<file path="config.mk">
export PLATFORM = sky130hd
export DESIGN_NAME = spike_rate_monitor
export DESIGN_NICKNAME = d
export VERILOG_FILES = /design/src/rtl/lif_pkg.sv /design/src/rtl/spike_edge_counter.sv /design/src/rtl/spike_rate_monitor.sv
export SDC_FILE = /design/constraint.sdc
export NUM_CORES = 1
export LEC_CHECK = 0
export BUFFER_PORTS_ARGS = -buffer_cell sky130_fd_sc_hd__buf_2
export CORE_UTILIZATION = 55
export CTS_CLUSTER_SIZE = 12
export DETAILED_ROUTE_END_ITERATION = 6
export GPL_ROUTABILITY_DRIVEN = 0
export PLACE_DENSITY = 0.77
export REMOVE_ABC_BUFFERS = 1
export SYNTH_ARGS = -nofsm -noshare
export SYNTH_HDL_FRONTEND = slang
export SYNTH_SLANG_ARGS = --single-unit
</file>
<file path="constraint.sdc">
create_clock -name clk -period 5.7 [get_ports clk]
set_input_delay 1.71 -clock clk [delete_from_list [all_inputs] [get_ports clk]]
set_output_delay 1.71 -clock clk [all_outputs]
set_load 0.03 [all_outputs]
</file>
<file path="src/rtl/lif_pkg.sv">
// Shared definitions for the LIF spike-rate readout path: default sizes,
// readout state encoding and a channel-index width helper.
package lif_pkg;

    localparam int N_CH_DEF  = 2;
    localparam int CNT_W_DEF = 8;
    localparam int WIN_W_DEF = 16;

    typedef enum logic {
        IDLE = 1'b0,
        SEND = 1'b1
    } rd_state_t;

    // Channel index needs at least one bit even for a single channel.
    function automatic int ch_width(input int n);
        return (n > 1) ? $clog2(n) : 1;
    endfunction

endpackage

</file>
<file path="src/rtl/spike_edge_counter.sv">
// One spike channel: rising-edge detector feeding a saturating counter that
// clears when the window closes.
module spike_edge_counter
    import lif_pkg::*;
#(
    parameter int CNT_W = CNT_W_DEF
) (
    input  logic             clk,
    input  logic             rst,
    input  logic             i_en,
    input  logic             i_spike,
    input  logic             i_clr,
    output logic [CNT_W-1:0] o_cnt_final
);

    localparam logic [CNT_W-1:0] CNT_MAX = '1;

    logic             r_spk_q;
    logic [CNT_W-1:0] r_cnt;
    logic             w_edge;
    logic [CNT_W-1:0] w_cnt_inc;

    assign w_edge      = i_spike & ~r_spk_q;
    assign w_cnt_inc   = (r_cnt == CNT_MAX) ? CNT_MAX
                                            : r_cnt + {{(CNT_W-1){1'b0}}, w_edge};
    // Includes an edge arriving on the close cycle itself.
    assign o_cnt_final = w_cnt_inc;

    // NOTE: non-blocking assignments here so every flop samples pre-edge values;
    // blocking would let r_spk_q update before w_edge is consumed.
    always_ff @(posedge clk or posedge rst) begin
        if (rst) begin
            r_spk_q <= 1'b0;
            r_cnt   <= '0;
        end else if (i_en) begin
            r_spk_q <= i_spike;
            r_cnt   <= i_clr ? '0 : w_cnt_inc;
        end
    end

endmodule

</file>
<file path="src/rtl/spike_rate_monitor.sv">
// Counts spike edges per channel over a programmable window, snapshots the
// counts at window close and streams them out one channel per valid/ready beat.
module spike_rate_monitor
    import lif_pkg::*;
#(
    parameter  int N_CH  = N_CH_DEF,
    parameter  int CNT_W = CNT_W_DEF,
    parameter  int WIN_W = WIN_W_DEF,
    localparam int CH_W  = ch_width(N_CH)
) (
    input  logic             clk,
    input  logic             rst,
    input  logic             en,
    input  logic [N_CH-1:0]  spike_in,
    input  logic [WIN_W-1:0] win_len,
    output logic             out_valid,
    input  logic             out_ready,
    output logic [CH_W-1:0]  out_ch,
    output logic [CNT_W-1:0] out_data,
    output logic             win_tick,
    output logic             overrun
);

    localparam logic [WIN_W-1:0] WIN_ONE = {{(WIN_W-1){1'b0}}, 1'b1};
    localparam logic [CH_W-1:0]  CH_ONE  = {{(CH_W-1){1'b0}}, 1'b1};
    localparam logic [CH_W-1:0]  LAST_CH = CH_W'(N_CH - 1);

    // ---------------- window timer ----------------
    logic             r_started;
    logic [WIN_W-1:0] r_rem;
    logic [WIN_W-1:0] w_len_m1;
    logic [WIN_W-1:0] w_rem_eff;
    logic             w_close;

    assign w_len_m1  = (win_len == '0) ? '0 : win_len - WIN_ONE;
    // Before the first en cycle the window has not been loaded yet, so the
    // first en cycle behaves as cycle one of a freshly loaded window.
    assign w_rem_eff = r_started ? r_rem : w_len_m1;
    assign w_close   = en & (w_rem_eff == '0);
    assign win_tick  = w_close;

    always_ff @(posedge clk or posedge rst) begin
        if (rst) begin
            r_started <= 1'b0;
            r_rem     <= '0;
        end else if (en) begin
            r_started <= 1'b1;
            r_rem     <= w_close ? w_len_m1 : w_rem_eff - WIN_ONE;
        end
    end

    // ---------------- per-channel counters ----------------
    logic [CNT_W-1:0] w_final [N_CH];

    for (genvar g = 0; g < N_CH; g++) begin : g_ch
        spike_edge_counter #(
            .CNT_W (CNT_W)
        ) u_cnt (
            .clk         (clk),
            .rst         (rst),
            .i_en        (en),
            .i_spike     (spike_in[g]),
            .i_clr       (w_close),
            .o_cnt_final (w_final[g])
        );
    end

    // ---------------- snapshot + readout ----------------
    rd_state_t        r_state;
    logic             r_pending;
    logic [CNT_W-1:0] r_shadow [N_CH];
    logic [CH_W-1:0]  r_out_ch;
    logic [CNT_W-1:0] r_out_data;
    logic             r_out_valid;
    logic             r_overrun;

    logic             w_accept;
    logic             w_last_accept;
    logic             w_busy;
    logic             w_load;
    logic [CH_W-1:0]  w_next_ch;

    assign w_accept      = r_out_valid & out_ready;
    assign w_last_accept = w_accept & (r_out_ch == LAST_CH);
    // A snapshot waiting to be presented is just as unread as one being sent.
    assign w_busy        = r_pending | ((r_state == SEND) & ~w_last_accept);
    assign w_load        = w_close & ~w_busy;
    assign w_next_ch     = r_out_ch + CH_ONE;

    // NOTE: the shadow bank has no reset; it is only ever read after a load,
    // and every output it feeds is itself reset.
    always_ff @(posedge clk) begin
        if (w_load) begin
            for (int i = 0; i < N_CH; i++) begin
                r_shadow[i] <= w_final[i];
            end
        end
    end

    always_ff @(posedge clk or posedge rst) begin
        if (rst) begin
            r_state     <= IDLE;
            r_pending   <= 1'b0;
            r_out_ch    <= '0;
            r_out_data  <= '0;
            r_out_valid <= 1'b0;
            r_overrun   <= 1'b0;
        end else begin
            if (w_close && w_busy) begin
                r_overrun <= 1'b1;
            end

            case (r_state)
                IDLE: begin
                    if (r_pending) begin
                        r_state     <= SEND;
                        r_pending   <= 1'b0;
                        r_out_ch    <= '0;
                        r_out_data  <= r_shadow[0];
                        r_out_valid <= 1'b1;
                    end
                end
                SEND: begin
                    if (w_last_accept) begin
                        r_state     <= IDLE;
                        r_out_ch    <= '0;
                        r_out_valid <= 1'b0;
                    end else if (w_accept) begin
                        r_out_ch   <= w_next_ch;
                        r_out_data <= r_shadow[w_next_ch];
                    end
                end
                default: r_state <= IDLE;
            endcase

            if (w_load) begin
                r_pending <= 1'b1;
            end
        end
    end

    assign out_valid = r_out_valid;
    assign out_ch    = r_out_ch;
    assign out_data  = r_out_data;
    assign overrun   = r_overrun;

endmodule

</file>
==> flow_summary.json, run 1 <==
{
  "status": "completed",
  "drtIter0Drc": 265,
  "cts-root-buf": "clkbuf_8",
  "cts_made_buffers": 9,
  "io_pins": 34,
  "fillCellCount": 659,
  "fmax_mhz": 178,
  "synth_cell_types": 75,
  "start_util_pct": 57.4,
  "dieArea_sq_um": 8520,
  "synth_area_leader_cell": "dfrtp_1",
  "globalRouteTotalUtil_pct": 28.5,
  "synth_top_area_share_pct": 26.8,
  "port_buffers": 33,
  "slew-limit-headroom_pct": 31.5,
  "cp.arrival_ns": 3.91,
  "crit_family": "buffers and inverters",
  "critPathKind": "input pin to primary output",
  "synth-async-reset-ratio_pct": 75.0,
  "cp.required_ns": 3.99,
  "vias": 4242,
  "htreeDepth": 3,
  "drtPass1Iterations": 5,
  "fin_crit_ns": 5.62,
  "syn-instance-count": 519,
  "wl_per_cell_microns": 17.2,
  "n_antenna_cell": 0,
  "irDropWorstVdd_v": 0.000109,
  "synth_seq_cells": 64,
  "grt.overflow.total": 0,
  "num_rows": 32,
  "area_delta_synth_final_pct": 14.3,
  "clk_pin_slew_worst_paths_ns": 0.08,
  "cpPeakStageDelay_ns": 0.40,
  "dp.final_hpwl_mm": 8.07,
  "holdBufCountCts": 0,
  "drive_above_1_share_pct": 19.0,
  "hold_class": "register to register",
  "fin_crit_sh_pct": 98.6,
  "fin_nets": 593,
  "grt_max_degree": 60,
  "syn_area_sq_um": 4480,
  "setup_viol": 0,
  "final_util_pct": 65.6,
  "critical_path_buf_inv_count": 6,
  "drc": 0,
  "routed_wl_mm": 11.5,
  "clk_path_buf_depth": 2,
  "synth_flop_cell": "dfrtp_1",
  "seq_area_frac_synth_pct": 37.5,
  "crit_path_frequent_cell": "buf_4",
  "total_power_mw": 1.49,
  "postRouteAntennaNets": 0,
  "hold_viol_final": 0,
  "die_h_microns": 92.3,
  "coreArea_sq_um": 7810,
  "die_w_microns": 92.3,
  "synthMostInstantiatedCell": "nand2_1",
  "viasPerCell": 6.33,
  "synthTopCellsByArea": "dfrtp_1 (27%), edfxtp_1 (11%), nand2_1 (5.8%)",
  "ys_top_cells_by_count": "nand2_1 (69), dfrtp_1 (48), nor2_1 (33)",
  "final_max_slew_viol_count": 0,
  "layout.area.seq_sq_um": 1680,
  "rsz0062_at_grt": "no",
  "cp-start-kind": "input pin",
  "insertion_delay_ns": 0.33,
  "tightest_slew_ns": 1.03,
  "crit_chain": "buf_2, inv_1, ha_1, buf_4, o21ba_2, nor3_1, a2111oi_1, buf_4, o32ai_4, nor2_1, nand3_2, inv_2, clkbuf_4",
  "yosysWarningCount": 0,
  "leakage_nw": 2.23,
  "slowest_stage": "a2111oi_1",
  "antenna_found_initial": 0,
  "power_density_nw_per_um2": 291,
  "grt_pass1_wl_mm": 19.3,
  "tritoncts": "built",
  "clock-sinks": 64,
  "skew_ns": 0.0146,
  "synth-edff-count": 16,
  "avgSynthCellArea_sq_um": 8.64,
  "cp_max_fo": 7,
  "critPathCaptureType": "primary output",
  "maxCapViolCount": 0,
  "multi_input_area_sq_um": 2640,
  "grt_pass1_vias": 4156
}
sequential cells by signal, indices dropped and copies added, names as in the netlist:
signal              flops
g_ch.u_cnt.r_cnt       16
r_rem                  16
r_shadow               16
out_data                8
g_ch.u_cnt.r_spk_q      2
out_ch                  1
out_valid               1
overrun                 1
r_pending               1
r_started               1
r_state                 1
routing by layer:
layer | GRT usage, % | up-vias | share of wire [%]
met2 | 47.8 | 191 | 49
li1 | - | 2013 | -
met5 | 0 | - | 0
met4 | 12.4 | 0 | 3.0
met1 | 35.2 | 2008 | 42
met3 | 6.14 | 30 | 6.6
path summary, 6_finish.rpt:
kind / startpoint / end / slack, ns / cells after the start
worst max-delay path: win_len[1] / win_tick / 0.08 / 13
worst min-delay path: overrun$_DFFE_PP0P_ / overrun$_DFFE_PP0P_ / 0.48 / 1
worst max register to register: r_started$_DFFE_PP0P_ / r_rem[9]$_DFFE_PP0P_ / 2.38 / 11
worst min register to register: overrun$_DFFE_PP0P_ / overrun$_DFFE_PP0P_ / 0.48 / 1
max in group asynchronous: rst / out_data[0]$_DFFE_PP0P_ / 3.43 / 2
min in group asynchronous: rst / g_ch[0].u_cnt.r_spk_q$_DFFE_PP0P_ / 1.61 / 2
final cells by class:
| class | count | share of cell area (%) |
|---|---|---|
| Sequential cell | 64 | 32.8 |
| Clock buffer | 9 | 2.42 |
| Inverter | 20 | 1.46 |
| Clock inverter | 7 | 1.86 |
| Timing Repair Buffer | 62 | 7.52 |
| Multi-Input combinational cell | 406 | 51.4 |
| Tap cell | 102 | 2.49 |
logic make-up (layout without fill, tap and decap cells):
kind of cell / count (synthesis) / count (layout) / share of synthesized area [%]
xor+xnor: 19 / 19 / 3.71
buf+inv: 49 / 98 / 5.00
flops: 64 / 64 / 37.5
fa+ha+maj: 8 / 8 / 2.23
simple gates: 221 / 221 / 24.9
mux: 18 / 18 / 4.13
compound gates: 140 / 140 / 22.6
repair_timing:
| action | CTS | global route |
|---|---|---|
| resized for setup | 0 | 11 |
| setup endpoints to repair | 0 | 1 |
| buffers inserted | 0 | 3 |
cell usage in the layout (no fill, tap or decap), types with 8 or more instances in the layout:
master	instances
o21ai_0	31
or3_1	9
a21oi_1	15
dfrtp_1	48
inv_1	17
clkbuf_8	9
xnor2_1	16
nand2_1	69
nand2b_1	15
o31ai_1	9
a31oi_1	12
mux2i_1	14
buf_2	32
buf_4	29
nand3_1	31
a211oi_1	8
nor2_1	33
nor3_1	15
edfxtp_1	16
where the power goes:
| group | total [mW] | internal (mW) | switching, mW | leakage (nW) |
|---|---|---|---|---|
| Sequential | 0.620 | 0.553 | 0.0677 | 0.763 |
| Combinational | 0.438 | 0.178 | 0.260 | 1.35 |
| Clock | 0.433 | 0.247 | 0.186 | 0.110 |
metrics by stage:
step                      setup WS, ns  cells  setup TNS (ns)  cell area, sq um  hold WS [ns]
after floorplan                 -0.742    490          -0.742              4330         0.481
after global placement           0.131    651               0              4820         0.456
after detailed placement        0.0368    651               0              4820         0.457
after CTS                       0.0182    667               0              5040         0.478
after global routing           0.00954    670               0              5120         0.516
final                           0.0782    670               0              5120         0.476
worst reg2reg max path, delay by kind of cell, from the launching register on:
| family | cells | cell delay (ns) |
|---|---|---|
| adder cells (fa/ha/maj) | 1 | 0.20 |
| AND/OR/NAND/NOR | 4 | 0.65 |
| buffers and inverters | 2 | 0.74 |
| flip-flops | 1 | 0.35 |
| AO/OA/AOI/OAI | 4 | 1.28 |
No activity file was read; power rests on OpenSTA's default activity.
==> run 2, diff against run 1 <==
--- a/config.mk
+++ b/config.mk
@@ -5,6 +5,7 @@
 export SDC_FILE = /design/constraint.sdc
 export NUM_CORES = 1
 export LEC_CHECK = 0
+export ABC_AREA = 1
 export BUFFER_PORTS_ARGS = -buffer_cell sky130_fd_sc_hd__buf_2
 export CORE_UTILIZATION = 55
 export CTS_CLUSTER_SIZE = 12
==> flow_summary.json, run 2 <==
{
  "cp_max_fo": 18,
  "drtPass1Iterations": 6,
  "insertion_delay_ns": 0.34,
  "r2r-start": "r_started$_DFFE_PP0P_",
  "leakage_nw": 2.38,
  "die_w_microns": 91.2,
  "syn-instance-count": 610,
  "pwr-share-comb_pct": 45.7,
  "synth_area_leader_cell": "dfrtp_1",
  "final_util_pct": 62.5,
  "io_pins": 34,
  "cp.arrival_ns": 3.81,
  "final_max_slew_viol_count": 0,
  "syn_area_sq_um": 4380,
  "synth_top_area_share_pct": 27.4,
  "ys_top_cells_by_count": "nand2_1 (186), nand3_1 (82), inv_1 (59)",
  "power_density_nw_per_um2": 426,
  "fillCellCount": 694,
  "fin_crit_sh_pct": 96.8,
  "cts_made_buffers": 9,
  "fin_tns_setup_ns": 0,
  "cp.required_ns": 3.99,
  "cpPeakStageDelay_ns": 0.21,
  "routed_wl_mm": 10.2,
  "fin_crit_ns": 5.52,
  "status": "completed",
  "tightest_slew_ns": 1.09,
  "clock-sinks": 64,
  "drc": 0,
  "crit_chain": "buf_2, inv_2, ha_1, nand3_1, nor2_2, nand2_4, nand2_1, nand2_1, nand2_1, ha_1, nand2_1, inv_1, nand3_1, nor2_1, nand2_1, inv_2, clkbuf_4",
  "p_int_mw": 1.17,
  "synth-edff-count": 16,
  "holdPathEnd": "r_rem[13]$_DFFE_PP0P_",
  "pwr-share-clk_pct": 20.5,
  "r2r_end": "r_rem[4]$_DFFE_PP0P_",
  "area_delta_synth_final_pct": 10.4,
  "clk_pin_slew_worst_paths_ns": 0.07,
  "grt.overflow.total": 0,
  "critPathCaptureType": "primary output",
  "skew_ns": 0.0122,
  "yosysWarningCount": 0,
  "slowest_stage": "ha_1",
  "drtIter0Drc": 312,
  "start_util_pct": 56.7,
  "htreeDepth": 3,
  "slew-limit-headroom_pct": 27.2,
  "die_h_microns": 91.2,
  "drive_above_1_share_pct": 16.8,
  "layout_common_cells": "nand2_1 (185), nand3_1 (82), inv_1 (57), nor2_1 (51), dfrtp_1 (48)",
  "switchingPower_uw": 891,
  "grt_max_degree": 50,
  "wl_per_cell_microns": 13.6,
  "num_rows": 32,
  "globalRouteTotalUtil_pct": 25.8,
  "rrSetupSlack_ns": 2.64,
  "n_antenna_cell": 0,
  "seq_area_frac_synth_pct": 38.4,
  "tritoncts": "built",
  "synthMostInstantiatedCell": "nand2_1",
  "reg.largest.list": "g_ch.u_cnt.r_cnt (16), r_rem (16), r_shadow (16)",
  "critPathKind": "input pin to primary output",
  "avgSynthCellArea_sq_um": 7.18,
  "maxCapViolCount": 0,
  "synth_seq_cells": 64,
  "hold_viol_final": 0,
  "reg2regPathDepth": 10,
  "port_buffers": 33,
  "clk_path_buf_depth": 2,
  "antenna_found_initial": 0,
  "dp.final_hpwl_mm": 7.42,
  "setup_viol": 0,
  "layout_commonest_cell": "nand2_1",
  "crit_path_frequent_cell": "nand2_1",
  "sw_frac_of_total_pct": 43.3,
  "synthTopCellsByArea": "dfrtp_1 (27%), nand2_1 (16%), edfxtp_1 (11%)",
  "cts-root-buf": "clkbuf_8",
  "vias": 4140,
  "rsz0062_at_grt": "no",
  "fmax_mhz": 181,
  "grt_pass1_vias": 3798,
  "coreArea_sq_um": 7730,
  "synth-async-reset-ratio_pct": 75.0,
  "dieArea_sq_um": 8320,
  "postRouteAntennaNets": 0,
  "synth_flop_cell": "dfrtp_1",
  "grt_pass1_wl_mm": 17.2,
  "viasPerCell": 5.53,
  "cp-start-kind": "input pin",
  "crit_family": "simple AND/OR/NAND/NOR gates",
  "irDropWorstVdd_v": 0.000252,
  "critical_path_buf_inv_count": 5,
  "power_frac_seq_pct": 33.8,
  "cts_setup_buffers": 0,
  "worstHoldStart": "r_rem[13]$_DFFE_PP0P_",
  "synth_cell_types": 35,
  "hold_depth": 2,
  "hold_class": "register to register",
  "fin_nets": 672
}
## run 2: cell types whose count changed after synthesis, moves of 15 or more
cell      change
nand2_1     +117
nand3_1      +51
inv_1        +41
nor2_1       +18
nand2b_1     -15
## run 2: cell type report
type	count	area (sq um)	area share [%]
clock buffers	11	131	2.72
clock inverters	5	81.3	1.68
inverters	62	233	4.81
multi-input cells	468	2380	49.3
flip-flops and latches	64	1680	34.8
well taps	102	128	2.64
repair buffers	37	198	4.09
## run 2: tightest hold or removal path: stages (launching register included)
cell	delay, ns
dfrtp_1	0.34
nand2_1	0.05
nand2_1	0.05
## run 2: worst max-delay path by stage
| stage | cells past startpoint | end | startpoint |
|---|---|---|---|
| final | 17 | win_tick | win_len[0] |
| after global placement | 17 | win_tick | win_len[0] |
| after CTS | 17 | win_tick | win_len[0] |
| after global routing | 17 | win_tick | win_len[0] |
| after floorplan | 15 | win_tick | win_len[0] |
| after detailed placement | 17 | win_tick | win_len[0] |
## run 2: layer usage
layer	part of all wire (%)	track usage (%)	vias up
met2	46	41.5	147
met4	1.9	8.60	0
met1	47	34.8	1916
met5	0	0	-
met3	5.9	5.28	22
li1	-	-	2055
## run 2: through the flow
stage	instances	hold WS, ns	cell area [sq um]	setup slack, ns	power [mW]
floorplan	594	0.441	4290	0.578	1.42
global placement	733	0.455	4620	0.203	1.61
detailed placement	733	0.462	4620	0.0981	1.63
CTS	749	0.480	4830	0.0871	2.06
global route	749	0.496	4830	0.000354	2.21
finish	749	0.479	4830	0.185	2.06
## run 2: kinds of logic after synthesis
| group | synth area share, % |
|---|---|
| and+or+nand+nor | 43.1 |
| buffers and inverters | 7.26 |
| DFF | 38.4 |
| AOI/OAI and AO/OA | 6.34 |
| xor gates and xnor gates | 2.60 |
| adders and majority gates | 2.29 |
## run 2: power by group through the flow
stage	clock, mW	sequential (mW)	combinational [mW]
after floorplan	0	0.756	0.661
after global placement	0	0.696	0.911
after detailed placement	0	0.702	0.932
after CTS	0.432	0.696	0.936
after global routing	0.446	0.711	1.05
final	0.422	0.695	0.942
## run 2: timing repair
action | in CTS | in global routing
resized for setup | 0 | 3
hold buffers | 0 | 0
endpoints found under the setup margin | 0 | 1
==> run 3, diff against run 2 <==
--- a/config.mk
+++ b/config.mk
@@ -6,7 +6,9 @@
 export NUM_CORES = 1
 export LEC_CHECK = 0
 export ABC_AREA = 1
+export ABC_CLOCK_PERIOD_IN_PS = 5700
 export BUFFER_PORTS_ARGS = -buffer_cell sky130_fd_sc_hd__buf_2
+export CAP_MARGIN = 20
 export CORE_UTILIZATION = 55
 export CTS_CLUSTER_SIZE = 12
 export DETAILED_ROUTE_END_ITERATION = 6
==> constraint.sdc (replaced) <==
create_clock -name clk -period 5.7 [get_ports clk]
set_input_delay 0.285 -clock clk [delete_from_list [all_inputs] [get_ports clk]]
set_output_delay 0.285 -clock clk [all_outputs]
set_load 0.03 [all_outputs]
==> flow_summary.json, run 3 (synthesis gave the netlist of run 2 again) <==
{
  "drtIter0Drc": 309,
  "setup_viol": 0,
  "insertion_delay_ns": 0.35,
  "final_cell_area_sq_um": 4860,
  "final_max_slew_viol_count": 0,
  "multi_input_area_sq_um": 2380,
  "fmax_mhz": 297,
  "reg.largest.list": "g_ch.u_cnt.r_cnt (16), r_rem (16), r_shadow (16)",
  "crit_chain": "inv_1, or2_2, nand2_1, ha_1, nand2_1, inv_1, nand3_1, nor2_1, nand2_1, inv_2, buf_2",
  "violations": "DRC",
  "drtPass1Iterations": 7,
  "fin_crit_ns": 3.36,
  "irDropWorstVdd_v": 0.000273,
  "dieArea_sq_um": 8320,
  "total_power_mw": 2.09,
  "status": "complete, but fails checks",
  "leakage_nw": 2.40,
  "slew-limit-headroom_pct": 37.9,
  "rsz0062_at_grt": "no",
  "cp_max_fo": 35,
  "grt_pass1_vias": 3802,
  "power_density_nw_per_um2": 429,
  "n_antenna_cell": 0,
  "dp.final_hpwl_mm": 7.46,
  "cts_made_buffers": 9,
  "fillCellCount": 686,
  "cp.required_ns": 5.41,
  "grt.overflow.total": 0,
  "layout_commonest_cell": "nand2_1",
  "coreArea_sq_um": 7730,
  "ctsResizeCount": 0,
  "drive_above_1_share_pct": 16.8,
  "io_pins": 34,
  "slowest_stage": "dfrtp_1",
  "fin_tns_setup_ns": 0,
  "antenna_found_initial": 0,
  "clk_path_buf_depth": 2,
  "clock-sinks": 64,
  "hold_viol_final": 0,
  "die_w_microns": 91.2,
  "skew_ns": 0.00850,
  "fin_crit_sh_pct": 59.0,
  "cpPeakStageDelay_ns": 0.58,
  "start_util_pct": 56.7,
  "port_buffers": 33,
  "cts-root-buf": "clkbuf_8",
  "cp-start-kind": "register",
  "crit_path_frequent_cell": "nand2_1",
  "globalRouteTotalUtil_pct": 26.0,
  "placedInstanceArea_sq_um": 4600,
  "layout.area.seq_sq_um": 1680,
  "wl_per_cell_microns": 13.5,
  "tritoncts": "built",
  "fin_nets": 673,
  "postRouteAntennaNets": 0,
  "htreeDepth": 3,
  "grt_pass1_wl_mm": 17.4,
  "routed_wl_mm": 10.1,
  "drc": 1,
  "num_rows": 32,
  "pre_cts_ws_ns": 2.47,
  "critPathKind": "register to primary output",
  "finalWorstSetupSlack_ns": 2.34,
  "hold_slack_ns": 0.199,
  "layout_common_cells": "nand2_1 (186), nand3_1 (82), inv_1 (58), nor2_1 (51), dfrtp_1 (48)",
  "clk_pin_slew_worst_paths_ns": 0.07,
  "viasPerCell": 5.44,
  "cp.arrival_ns": 3.08,
  "grt_max_degree": 51,
  "hold_class": "input pin to register",
  "die_h_microns": 91.2,
  "maxCapViolCount": 0,
  "area_delta_synth_final_pct": 11.1,
  "vias": 4082,
  "tightest_slew_ns": 0.930,
  "critPathCaptureType": "primary output"
}
## run 3: final timing paths
check / end / start / cells past startpoint / slack [ns]
min in group asynchronous: r_state$_DFF_PP0_ / rst / 3 / 0.36
max reg2reg: r_shadow[0][4]$_DFFE_PP_ / r_started$_DFFE_PP0P_ / 11 / 2.41
max: win_tick / r_started$_DFFE_PP0P_ / 11 / 2.34
min reg2reg: r_rem[15]$_DFFE_PP0P_ / r_rem[15]$_DFFE_PP0P_ / 2 / 0.48
max in group asynchronous: g_ch[0].u_cnt.r_cnt[4]$_DFFE_PP0P_ / rst / 4 / 4.87
min: g_ch[1].u_cnt.r_spk_q$_DFFE_PP0P_ / spike_in[1] / 3 / 0.20
## run 3: power breakdown
group / total (mW) / internal [mW] / switching [mW]
Combinational: 0.943 / 0.319 / 0.624
Clock: 0.443 / 0.251 / 0.193
Sequential: 0.701 / 0.606 / 0.0946
## run 3: metal layers
layer / part of all wire [%] / global-route usage, %
met5: 0 / 0
met4: 0.77 / 5.82
met3: 5.0 / 5.28
met2: 47 / 42.1
met1: 48 / 35.9
## run 3: metrics by stage
| stage | instances | util (%) |
|---|---|---|
| after global placement | 730 | 59.4 |
| after global routing | 750 | 63.0 |
| final | 750 | 63.0 |
| after CTS | 747 | 62.5 |
| after detailed placement | 731 | 59.5 |
| after floorplan | 594 | - |
## run 3: layout make-up
| cell class | count | share of cell area, % |
|---|---|---|
| tap | 102 | 2.62 |
| clock buffer | 9 | 2.55 |
| multi-input combinational | 468 | 48.9 |
| clock inverter | 7 | 2.11 |
| sequential | 64 | 34.6 |
| inverter | 62 | 4.78 |
| timing repair buffer | 38 | 4.48 |
## run 3: worst max-delay path, delay by kind of cell, from the launching register on
family                   cells  cell delay, ns
flip-flops                   1            0.58
buffers and inverters        4            0.95
AND/OR/NAND/NOR              6            1.02
adder cells (fa/ha/maj)      1            0.17
## run 3: what timing repair did
action / CTS / global route
setup buffers: 0 / 0
hold endpoints to repair: 0 / 5
hold buffers: 0 / 1
